`src/rtl/rpi_irq_arbiter.sv`:
```
// rpi_irq_arbiter: round-robin interrupt arbiter that gates the Raspberry Pi interrupt clock generator
// Ports: clk_in system clock; rst_n async active-low reset; req_in per-source event pulses;
//   rpi_ack async acknowledge level from the Pi (rising edge acks); clr_overrun clears overrun flags;
//   irq_enable registered generator enable; irq_src source being serviced; busy high outside IDLE;
//   pending/overrun per-source event and lost-event flags; timeout_err one-cycle abandon pulse.
module rpi_irq_arbiter #(
    parameter int N_REQ   = 4,
    parameter int MIN_ON  = 64,
    parameter int TIMEOUT = 4096,
    parameter int GAP     = 32
) (
    input  logic                     clk_in,
    input  logic                     rst_n,
    input  logic [N_REQ-1:0]         req_in,
    input  logic                     rpi_ack,
    input  logic                     clr_overrun,
    output logic                     irq_enable,
    output logic [$clog2(N_REQ)-1:0] irq_src,
    output logic                     busy,
    output logic [N_REQ-1:0]         pending,
    output logic [N_REQ-1:0]         overrun,
    output logic                     timeout_err
);
    localparam int SW = $clog2(N_REQ);
    localparam int CW = $clog2(MIN_ON > GAP ? MIN_ON : GAP) + 1;
    localparam int TW = $clog2(TIMEOUT) + 1;
    typedef enum logic [2:0] {S_IDLE, S_ARB, S_ASSERT, S_WAIT_ACK, S_GAP} state_t;
    state_t           state;
    logic [CW-1:0]    cnt;
    logic [TW-1:0]    tcnt;
    logic [SW-1:0]    last_grant, grant;
    logic             ack_s1, ack_s2, ack_d, ack_seen;
    logic             ack_rise, assert_end, done, timed_out, found;
    logic [N_REQ-1:0] complete;
    assign ack_rise   = ack_s2 & ~ack_d;
    assign assert_end = state == S_ASSERT && cnt == CW'(MIN_ON - 1);
    assign done       = (assert_end && (ack_seen || ack_rise)) || (state == S_WAIT_ACK && ack_rise);
    // an ack arriving on the timeout cycle still counts as an ack
    assign timed_out  = state == S_WAIT_ACK && !ack_rise && tcnt == TW'(TIMEOUT - 1);
    assign complete   = done ? N_REQ'(1) << irq_src : '0;
    assign busy       = state != S_IDLE;
    // first pending source after the last grant, wrapping
    always_comb begin
        grant = last_grant;
        found = 1'b0;
        for (int k = 1; k <= N_REQ; k++)
            if (!found && pending[(int'(last_grant) + k) % N_REQ]) begin
                grant = SW'((int'(last_grant) + k) % N_REQ);
                found = 1'b1;
            end
    end
    always_ff @(posedge clk_in or negedge rst_n) begin
        if (!rst_n) begin
            state       <= S_IDLE;
            cnt         <= '0;
            tcnt        <= '0;
            ack_s1      <= 1'b0;
            ack_s2      <= 1'b0;
            ack_d       <= 1'b0;
            ack_seen    <= 1'b0;
            irq_enable  <= 1'b0;
            irq_src     <= '0;
            last_grant  <= SW'(N_REQ - 1);
            pending     <= '0;
            overrun     <= '0;
            timeout_err <= 1'b0;
        end else begin
            ack_s1      <= rpi_ack;
            ack_s2      <= ack_s1;
            ack_d       <= ack_s2;
            // a new event on the completing source re-arms it rather than overrunning
            pending     <= (pending & ~complete) | req_in;
            overrun     <= (clr_overrun ? '0 : overrun) | (req_in & pending & ~complete);
            timeout_err <= timed_out;
            case (state)
                S_IDLE: if (|pending) state <= S_ARB;
                S_ARB: begin
                    irq_src    <= grant;
                    last_grant <= grant;
                    cnt        <= '0;
                    tcnt       <= '0;
                    ack_seen   <= 1'b0;
                    irq_enable <= 1'b1;
                    state      <= S_ASSERT;
                end
                S_ASSERT: begin
                    tcnt     <= tcnt + 1'b1;
                    ack_seen <= ack_seen | ack_rise;
                    cnt      <= assert_end ? '0 : cnt + 1'b1;
                    if (assert_end) begin
                        state      <= done ? S_GAP : S_WAIT_ACK;
                        irq_enable <= !done;
                    end
                end
                S_WAIT_ACK: begin
                    tcnt <= tcnt + 1'b1;
                    if (done || timed_out) begin
                        state      <= S_GAP;
                        irq_enable <= 1'b0;
                    end
                end
                S_GAP: begin
                    cnt <= cnt == CW'(GAP - 1) ? '0 : cnt + 1'b1;
                    if (cnt == CW'(GAP - 1)) state <= S_IDLE;
                end
                default: state <= S_IDLE;
            endcase
        end
    end
endmodule

```
`config.mk`:
```
export PLATFORM = sky130hd
export DESIGN_NAME = rpi_irq_arbiter
export DESIGN_NICKNAME = d
export VERILOG_FILES = /design/src/rtl/rpi_irq_arbiter.sv
export SDC_FILE = /design/constraint.sdc
export NUM_CORES = 1
export LEC_CHECK = 0
export CAP_MARGIN = 20
export CORE_UTILIZATION = 60
export DETAILED_ROUTE_END_ITERATION = 10
export GPL_TIMING_DRIVEN = 0
export PLACE_DENSITY = 0.81
export SETUP_SLACK_MARGIN = 0.05
export SLEW_MARGIN = 15
export SYNTH_ARGS = -nofsm -noshare
export SYNTH_HDL_FRONTEND = slang
export SYNTH_SLANG_ARGS = --single-unit
```
`constraint.sdc`:
```
create_clock -name clk_in -period 3.44 [get_ports clk_in]
set_input_delay 0.516 -clock clk_in [delete_from_list [all_inputs] [get_ports clk_in]]
set_output_delay 0.516 -clock clk_in [all_outputs]
set_load 0.02 [all_outputs]
```
==> flow_summary.json, run 1 <==
{
  "syn_inst": 240,
  "grt_pass1_wl_mm": 8.40,
  "cts.repair.resized": 0,
  "htree_levels": 2,
  "r2r-end": "overrun[3]",
  "dieArea_sq_mm": 0.00389,
  "layout-drive-gt1-share_pct": 7.81,
  "max-vdd-ir-drop_v": 0.000257,
  "cap_viol_max_count": 0,
  "hp-class": "primary input to async pin",
  "drt_iter0_markers": 131,
  "yosys-mux-area-fraction_pct": 0.915,
  "grt_max_degree": 25,
  "setup_tns_ns": 0,
  "root_buffer": "clkbuf_4",
  "slowest_stage": "clkdlybuf4s50_1",
  "clock-sinks": 41,
  "ys_ff_latch": 41,
  "layout.nets": 278,
  "combPwrFrac_pct": 4.6,
  "hold_violations": 0,
  "routed_wirelength_mm": 4.63,
  "tightestPinTransition_ns": 0.488,
  "crit_fanout": 10,
  "synth.net_count": 250,
  "clockPowerShare_pct": 33.9,
  "r2r.worst_path.cells": 6,
  "drv_slew": 0,
  "die_y_microns": 62.4,
  "cp.required_ns": 2.92,
  "p_leak_nw": 1.07,
  "powerDensity_mw_per_mm2": 314,
  "clk_latency_ns": 0.35,
  "synthAdderAreaFrac_pct": 1.14,
  "grt.overflow.total": 0,
  "die_x_microns": 62.4,
  "fmaxAchievable_ghz": 0.429,
  "synth_compound_area_share_pct": 24.6,
  "grt_pass1_vias": 1817,
  "synth_area_per_cell_sq_um": 9.11,
  "synth_xor_area_share_pct": 0,
  "clkTransAtPathRegs_ns": 0.12,
  "fin_skew_ns": 0.0104,
  "reg2reg_from": "cnt[0]",
  "ios": 21,
  "fin_crit_ns": 2.33,
  "rrSetupSlack_ns": 1.33,
  "crit_type": "flip-flop to output port",
  "antenna_found_initial": 0,
  "final_cell_mix": "dfrtp_1 (39), nand2_1 (31), o21ai_0 (26), clkdlybuf4s50_1 (19), nor2_1 (14)",
  "cts_buffers": 5,
  "crit_chain": "buf_2, nor2_1, nand2_1, clkdlybuf4s50_1",
  "post-dp-hpwl_mm": 3.34,
  "synth_simple_gate_area_share_pct": 22.8,
  "worstPathArrival_ns": 1.82,
  "path_buf_inv": 2,
  "drc": 0,
  "p_sw_share_pct": 21.7,
  "report.power.total_w": 0.000796,
  "cts_tree": "yes",
  "rows": 21,
  "cts_setup_buffers": 0,
  "power_frac_seq_pct": 61.4,
  "setup_viol": 0,
  "num_vias": 1914,
  "via_per_inst": 6.08,
  "stdcell_area_sq_mm": 0.00254,
  "port_buffers": 20,
  "layout_commonest_cell": "dfrtp_1",
  "critPathTopFamily": "buffers and inverters",
  "finalCritPeriodShare_pct": 67.8,
  "yosysSeqAreaShare_pct": 47.0,
  "synthArstFlopShare_pct": 100,
  "synth_edf_count": 0,
  "slew_headroom_pct": 67.4,
  "n_antenna_cell": 0,
  "ant_nets": 0,
  "area_growth_pct": 16.0,
  "rsz0062_at_grt": "no",
  "crit_cells": 4,
  "core_sq_mm": 0.00342,
  "gp_congestion": 0.824,
  "ys_types": 49,
  "slowest_delay_ns": 0.55,
  "synth_ff_type": "dfrtp_1",
  "yosys_warnings": 0,
  "syn-cell-area_sq_mm": 0.00219,
  "placed_cell_area_sq_mm": 0.00247,
  "p_switching_w": 0.000173,
  "cts_hold_buf": 0,
  "crit_path_end_kind": "output port",
  "start_util_pct": 64.0,
  "startpoint": "state[0]",
  "wire_per_inst_microns": 14.7,
  "synth_top_family_by_area": "compound AO/OA/AOI/OAI gates",
  "cts_buffer_depth": 2,
  "status": "completed",
  "track_usage_pct": 27.4,
  "dr.pass1.iters": 5,
  "p_int_w": 0.000623,
  "crit_path_start_kind": "flip-flop"
}
==> power groups by stage <==
stage	Combinational, W	Clock [W]	Sequential (W)
after floorplan	0.00000489	0	0.000502
after global placement	0.0000337	0	0.000498
after detailed placement	0.0000375	0	0.000498
after CTS	0.0000380	0.000276	0.000489
after global routing	0.0000408	0.000298	0.000490
final	0.0000370	0.000270	0.000489
==> registers in the layout, indices dropped and copies added, names as in the netlist, 2 cells and up <==
name        count
last_grant      2
state           3
pending         4
tcnt           13
irq_src         2
overrun         4
cnt             7
==> metal layers <==
layer  global-route usage (%)  vias up  part of all wire (%)
met5                        0        -                     0
met4                     9.30        0                   1.1
met2                     43.3       50                    46
li1                         -      944                     -
met3                     5.29        5                   4.8
met1                     38.2      915                    48
==> synthesized netlist by cell type (5+ instances only) <==
master,n,share of area (%)
nand3_1,11,2.5
o21ai_0,26,5.9
nor2b_1,5,1.4
nand2b_1,7,2.0
dfrtp_1,39,45
o31ai_1,7,2.4
nor3_1,5,1.1
inv_1,9,1.5
a21oi_1,13,3.0
nand2_1,31,5.3
clkbuf_1,6,1.0
nor3b_1,5,1.7
nor2_1,14,2.4
==> through the flow <==
step	setup WS [ns]	utilization, %	hold WS, ns	instances
after global placement	0.869	71.6	0.335	306
final	1.11	74.3	0.0912	315
after floorplan	1.63	-	0.220	240
after global routing	1.00	74.3	0.105	315
after detailed placement	1.35	72.2	0.351	307
after CTS	1.12	74.3	0.101	315
==> worst max-delay path by stage <==
stage,endpoint,slack [ns]
2_1_floorplan,overrun[3],1.63
3_3_place_gp,tcnt[5],0.87
3_5_place_dp,overrun[3],1.35
4_1_cts,busy,1.12
5_1_grt,busy,1.00
6_report,busy,1.11
==> cells by family after synthesis <==
kind of cell,Yosys count
and+or+nand+nor,94
buffers and inverters,19
DFF,41
adders and majority gates,2
muxes,2
AOI/OAI and AO/OA,82
==> layout make-up <==
class	count	area (sq um)
buffer	9	40.0
clock buffer	7	65.1
clock inverter	1	5.00
fill	254	878
inverter	10	37.5
multi-input combinational	180	1080
sequential	41	1030
tap	46	57.6
timing repair buffer	21	223
No activity file was read; power rests on OpenSTA's default activity.
==> inputs of run 2 (changes only) <==
CORE_UTILIZATION = 51   (was 60)
PLACE_DENSITY = 0.73   (was 0.81)
clock period = 2.1 ns   (was 3.44 ns; I/O delays follow)
==> flow_summary.json, run 2 (synthesis gave the netlist of run 1 again) <==
{
  "status": "completed",
  "crit_type": "flip-flop to flip-flop",
  "grt.overflow.total": 0,
  "start_util_pct": 53.9,
  "max-vdd-ir-drop_v": 0.000336,
  "gp_congestion": 0.822,
  "rows": 23,
  "report.power.total_w": 0.00134,
  "die_y_microns": 67.5,
  "fin_crit_ns": 1.94,
  "p_leak_nw": 1.09,
  "dr.pass1.iters": 4,
  "htree_levels": 2,
  "finalCritPeriodShare_pct": 92.4,
  "ios": 21,
  "clkTransAtPathRegs_ns": 0.08,
  "drv_slew": 0,
  "hold_violations": 0,
  "post-dp-hpwl_mm": 3.37,
  "worstPathArrival_ns": 2.12,
  "slew_headroom_pct": 68.9,
  "die_x_microns": 67.5,
  "rsz0062_at_grt": "no",
  "largest_reg_flops": 13,
  "layout-drive-gt1-share_pct": 9.19,
  "crit_path_end_kind": "flip-flop",
  "whs_ns": 0.357,
  "track_usage_pct": 22.1,
  "cap_viol_max_count": 0,
  "powerDensity_mw_per_mm2": 516,
  "grt_max_degree": 25,
  "hp-class": "flip-flop to flip-flop",
  "dieArea_sq_mm": 0.00455,
  "cp.required_ns": 2.28,
  "num-fill-cells": 371,
  "utilization_pct": 64.2,
  "grt_pass1_vias": 1562,
  "setup_tns_ns": 0,
  "antenna_found_initial": 0,
  "port_buffers": 20,
  "crit_path_start_kind": "flip-flop",
  "routed_wirelength_mm": 4.68,
  "wire_per_inst_microns": 14.5,
  "preCtsSetupSlack_ns": 0.0313,
  "core_sq_mm": 0.00406,
  "setup_viol": 0,
  "multi_input_area_sq_mm": 0.00110,
  "fin_skew_ns": 0.00766,
  "via_per_inst": 5.84,
  "cts_tree": "yes",
  "root_buffer": "clkbuf_8",
  "reg_top3": "tcnt: 13 flops, cnt: 7 flops",
  "clock-sinks": 41,
  "n_antenna_cell": 0,
  "fmaxAchievable_ghz": 0.516,
  "fin_ws_ns": 0.160,
  "cts_buffers": 5,
  "num_vias": 1879,
  "drc": 0,
  "drt_iter0_markers": 130,
  "layout_commonest_cell": "dfrtp_1",
  "clk_latency_ns": 0.29,
  "grt_pass1_wl_mm": 7.49,
  "crit_fanout": 5,
  "regMostFlops": "tcnt",
  "ant_nets": 0,
  "area_growth_pct": 19.1,
  "layout.nets": 282,
  "cts_buffer_depth": 2,
  "tightestPinTransition_ns": 0.466,
  "final_cell_mix": "dfrtp_1 (39), nand2_1 (31), o21ai_0 (26), clkdlybuf4s50_1 (18)",
  "regArea_sq_mm": 0.00103
}
==> run 2: timing repair <==
action                                 4_1_cts  5_1_grt
endpoints found under the hold margin       15        0
gates resized for setup                      2        3
hold buffers                                 1        0
setup endpoints to repair                    2        4
pin swaps                                    0        1
buffers inserted                             0        3
gates cloned                                 0        0
==> run 2: worst max-delay path, stage by stage (launching register included) <==
cell	delay [ns]
dfrtp_1	0.46
ha_4	0.21
nand4_4	0.14
nor3b_4	0.28
o221ai_2	0.20
or2_1	0.28
a32o_1	0.26
==> run 2: layout make-up <==
cell class	count	share of cell area (%)
multi-input cells	180	42.1
flip-flops and latches	41	39.5
repair buffers	25	9.90
clock buffers	6	2.79
well taps	50	2.40
inverters	10	1.59
plain buffers	9	1.54
clock inverters	1	0.192
==> run 2: stage by stage <==
step | cells | cell area (sq um)
5_1_grt | 322 | 2600
6_report | 322 | 2600
3_3_place_gp | 310 | 2450
3_5_place_dp | 311 | 2470
2_1_floorplan | 240 | 2190
4_1_cts | 319 | 2560
==> run 2: report_power, final <==
part,switching (W),internal [W],leakage [nW],total (W)
Combinational,0.0000317,0.0000301,0.592,0.0000618
Clock,0.000254,0.000226,0.0410,0.000480
Sequential,0.00000378,0.000797,0.457,0.000801
==> run 2: routing by layer <==
layer	vias up	part of all wire, %	track usage (%)
met3	4	3.3	5.57
met2	34	46	33.5
met5	-	0	0
met1	890	49	30.9
met4	0	1.0	6.38
li1	951	-	-
==> run 2: path summary, 6_finish.rpt <==
check / slack (ns) / cells after the start / end / startpoint
worst max-delay path: 0.16 / 6 / overrun[3] / cnt[0]
worst min-delay path: 0.36 / 0 / ack_s2 / ack_s1
worst max register to register: 0.16 / 6 / overrun[3] / cnt[0]
worst min register to register: 0.36 / 0 / ack_s2 / ack_s1
max in group asynchronous: 1.15 / 3 / state[2] / rst_n
min in group asynchronous: 0.49 / 2 / overrun[0] / rst_n
==> inputs of run 3 (changes only) <==
CORE_MARGIN = 10   (was default)
CTS_CLUSTER_SIZE = 20   (was default)
SLEW_MARGIN = default   (was 15)
==> flow_summary.json, run 3 (synthesis gave the netlist of run 1 again) <==
{
  "gp_congestion": 0.811,
  "worstPathArrival_ns": 2.10,
  "drt_iter0_markers": 147,
  "hold_violations": 0,
  "setup_tns_ns": 0,
  "cts_buffer_depth": 2,
  "p_sw_share_pct": 21.9,
  "clockPowerShare_pct": 36.7,
  "drv_slew": 0,
  "via_per_inst": 5.85,
  "largest_reg_flops": 13,
  "status": "completed",
  "grt.overflow.total": 0,
  "layout-drive-gt1-share_pct": 8.46,
  "preCtsSetupSlack_ns": 0.0623,
  "rows": 23,
  "reg_top3": "tcnt: 13 flops, cnt: 7 flops",
  "crit_path_end_kind": "flip-flop",
  "ios": 21,
  "layout_commonest_cell": "dfrtp_1",
  "p_switching_w": 0.000297,
  "report.power.total_w": 0.00136,
  "hp-class": "flip-flop to flip-flop",
  "fmaxAchievable_ghz": 0.523,
  "setup_viol": 0,
  "grt_pass1_vias": 1759,
  "fin_crit_ns": 1.91,
  "htree_levels": 2,
  "power_frac_seq_pct": 58.9,
  "p_leak_nw": 1.09,
  "drc": 0,
  "max-vdd-ir-drop_v": 0.000300,
  "final_cells": 322,
  "routed_wirelength_mm": 4.83,
  "grt_max_degree": 28,
  "root_buffer": "clkbuf_8",
  "powerDensity_mw_per_mm2": 525,
  "start_util_pct": 53.5,
  "n_antenna_cell": 0,
  "finalCritPeriodShare_pct": 91.0,
  "die_x_microns": 85.5,
  "port_buffers": 20,
  "grt_pass1_wl_mm": 8.29,
  "cp.required_ns": 2.29,
  "tightestPinTransition_ns": 0.496,
  "dieArea_sq_mm": 0.00731,
  "fin_skew_ns": 0.0122,
  "p_int_w": 0.00106,
  "layout.nets": 281,
  "rsz0062_at_grt": "no",
  "clkTransAtPathRegs_ns": 0.08,
  "cts_buffers": 5,
  "track_usage_pct": 13.5,
  "stdcell_area_sq_mm": 0.00259,
  "crit_type": "flip-flop to flip-flop",
  "clk_latency_ns": 0.30,
  "antenna_found_initial": 0,
  "combPwrFrac_pct": 4.4,
  "dr.pass1.iters": 4,
  "placed_cell_area_sq_mm": 0.00246,
  "num_vias": 1885,
  "dpl.cell_count": 311,
  "wire_per_inst_microns": 15.0,
  "crit_fanout": 5,
  "slew_headroom_pct": 67.0,
  "cap_viol_max_count": 0,
  "clock-sinks": 41,
  "cts_tree": "yes",
  "die_y_microns": 85.5,
  "area_growth_pct": 18.4,
  "fin_ws_ns": 0.189,
  "crit_path_start_kind": "flip-flop",
  "regMostFlops": "tcnt",
  "final_cell_mix": "dfrtp_1 (39), nand2_1 (31), o21ai_0 (26), clkdlybuf4s50_1 (18)",
  "core_sq_mm": 0.00409,
  "post-dp-hpwl_mm": 3.53,
  "ant_nets": 0
}
==> run 3: path summary, 6_finish.rpt <==
kind	slack [ns]	from	cells after the start	end
worst max-delay path	0.19	cnt[0]	6	overrun[3]
worst min-delay path	0.35	ack_s1	0	ack_s2
worst max register to register	0.19	cnt[0]	6	overrun[3]
worst min register to register	0.35	ack_s1	0	ack_s2
max in group asynchronous	1.09	rst_n	3	last_grant[1]
min in group asynchronous	0.47	rst_n	2	cnt[5]
==> run 3: what timing repair did <==
item	CTS	global route
cloned	0	0
hold endpoints to repair	14	0
endpoints found under the setup margin	3	6
hold buffers	1	0
resized for setup	3	2
setup buffers	0	2
pin swaps	0	1
==> run 3: cell type report <==
| cell class | count | area, sq um |
|---|---|---|
| fillers | 354 | 1500 |
| multi-input cells | 180 | 1100 |
| flip-flops and latches | 41 | 1030 |
| repair buffers | 24 | 243 |
| clock buffers | 8 | 80.1 |
| well taps | 50 | 62.6 |
| plain buffers | 9 | 40.0 |
| inverters | 10 | 38.8 |
==> run 3: routing by layer <==
layer	track usage, %	vias up	share of wire [%]
met5	0	-	0
met4	3.74	0	0.97
met3	3.44	6	3.3
met2	22.5	31	50
met1	16.6	898	46
li1	-	950	-
==> run 3: worst max-delay path, stage by stage, from the launching register on <==
cell	delay (ns)
dfrtp_1	0.45
ha_4	0.21
nand4_4	0.14
nor3b_4	0.28
o221ai_2	0.20
or2_1	0.28
a32o_1	0.25
==> run 3: power by group through the flow <==
stage | Clock, W | Combinational, W | Sequential (W)
3_3_place_gp | 0 | 0.0000566 | 0.000816
4_1_cts | 0.000511 | 0.0000626 | 0.000801
6_report | 0.000498 | 0.0000603 | 0.000801
5_1_grt | 0.000533 | 0.0000666 | 0.000801
2_1_floorplan | 0 | 0.00000800 | 0.000823
3_5_place_dp | 0 | 0.0000614 | 0.000816
==> run 3: per-stage QoR <==
stage | hold WS, ns | util [%]
global route | 0.357 | 63.3
floorplan | 0.0194 | -
CTS | 0.357 | 62.7
detailed placement | 0.263 | 60.3
global placement | 0.334 | 60.0
finish | 0.354 | 63.3
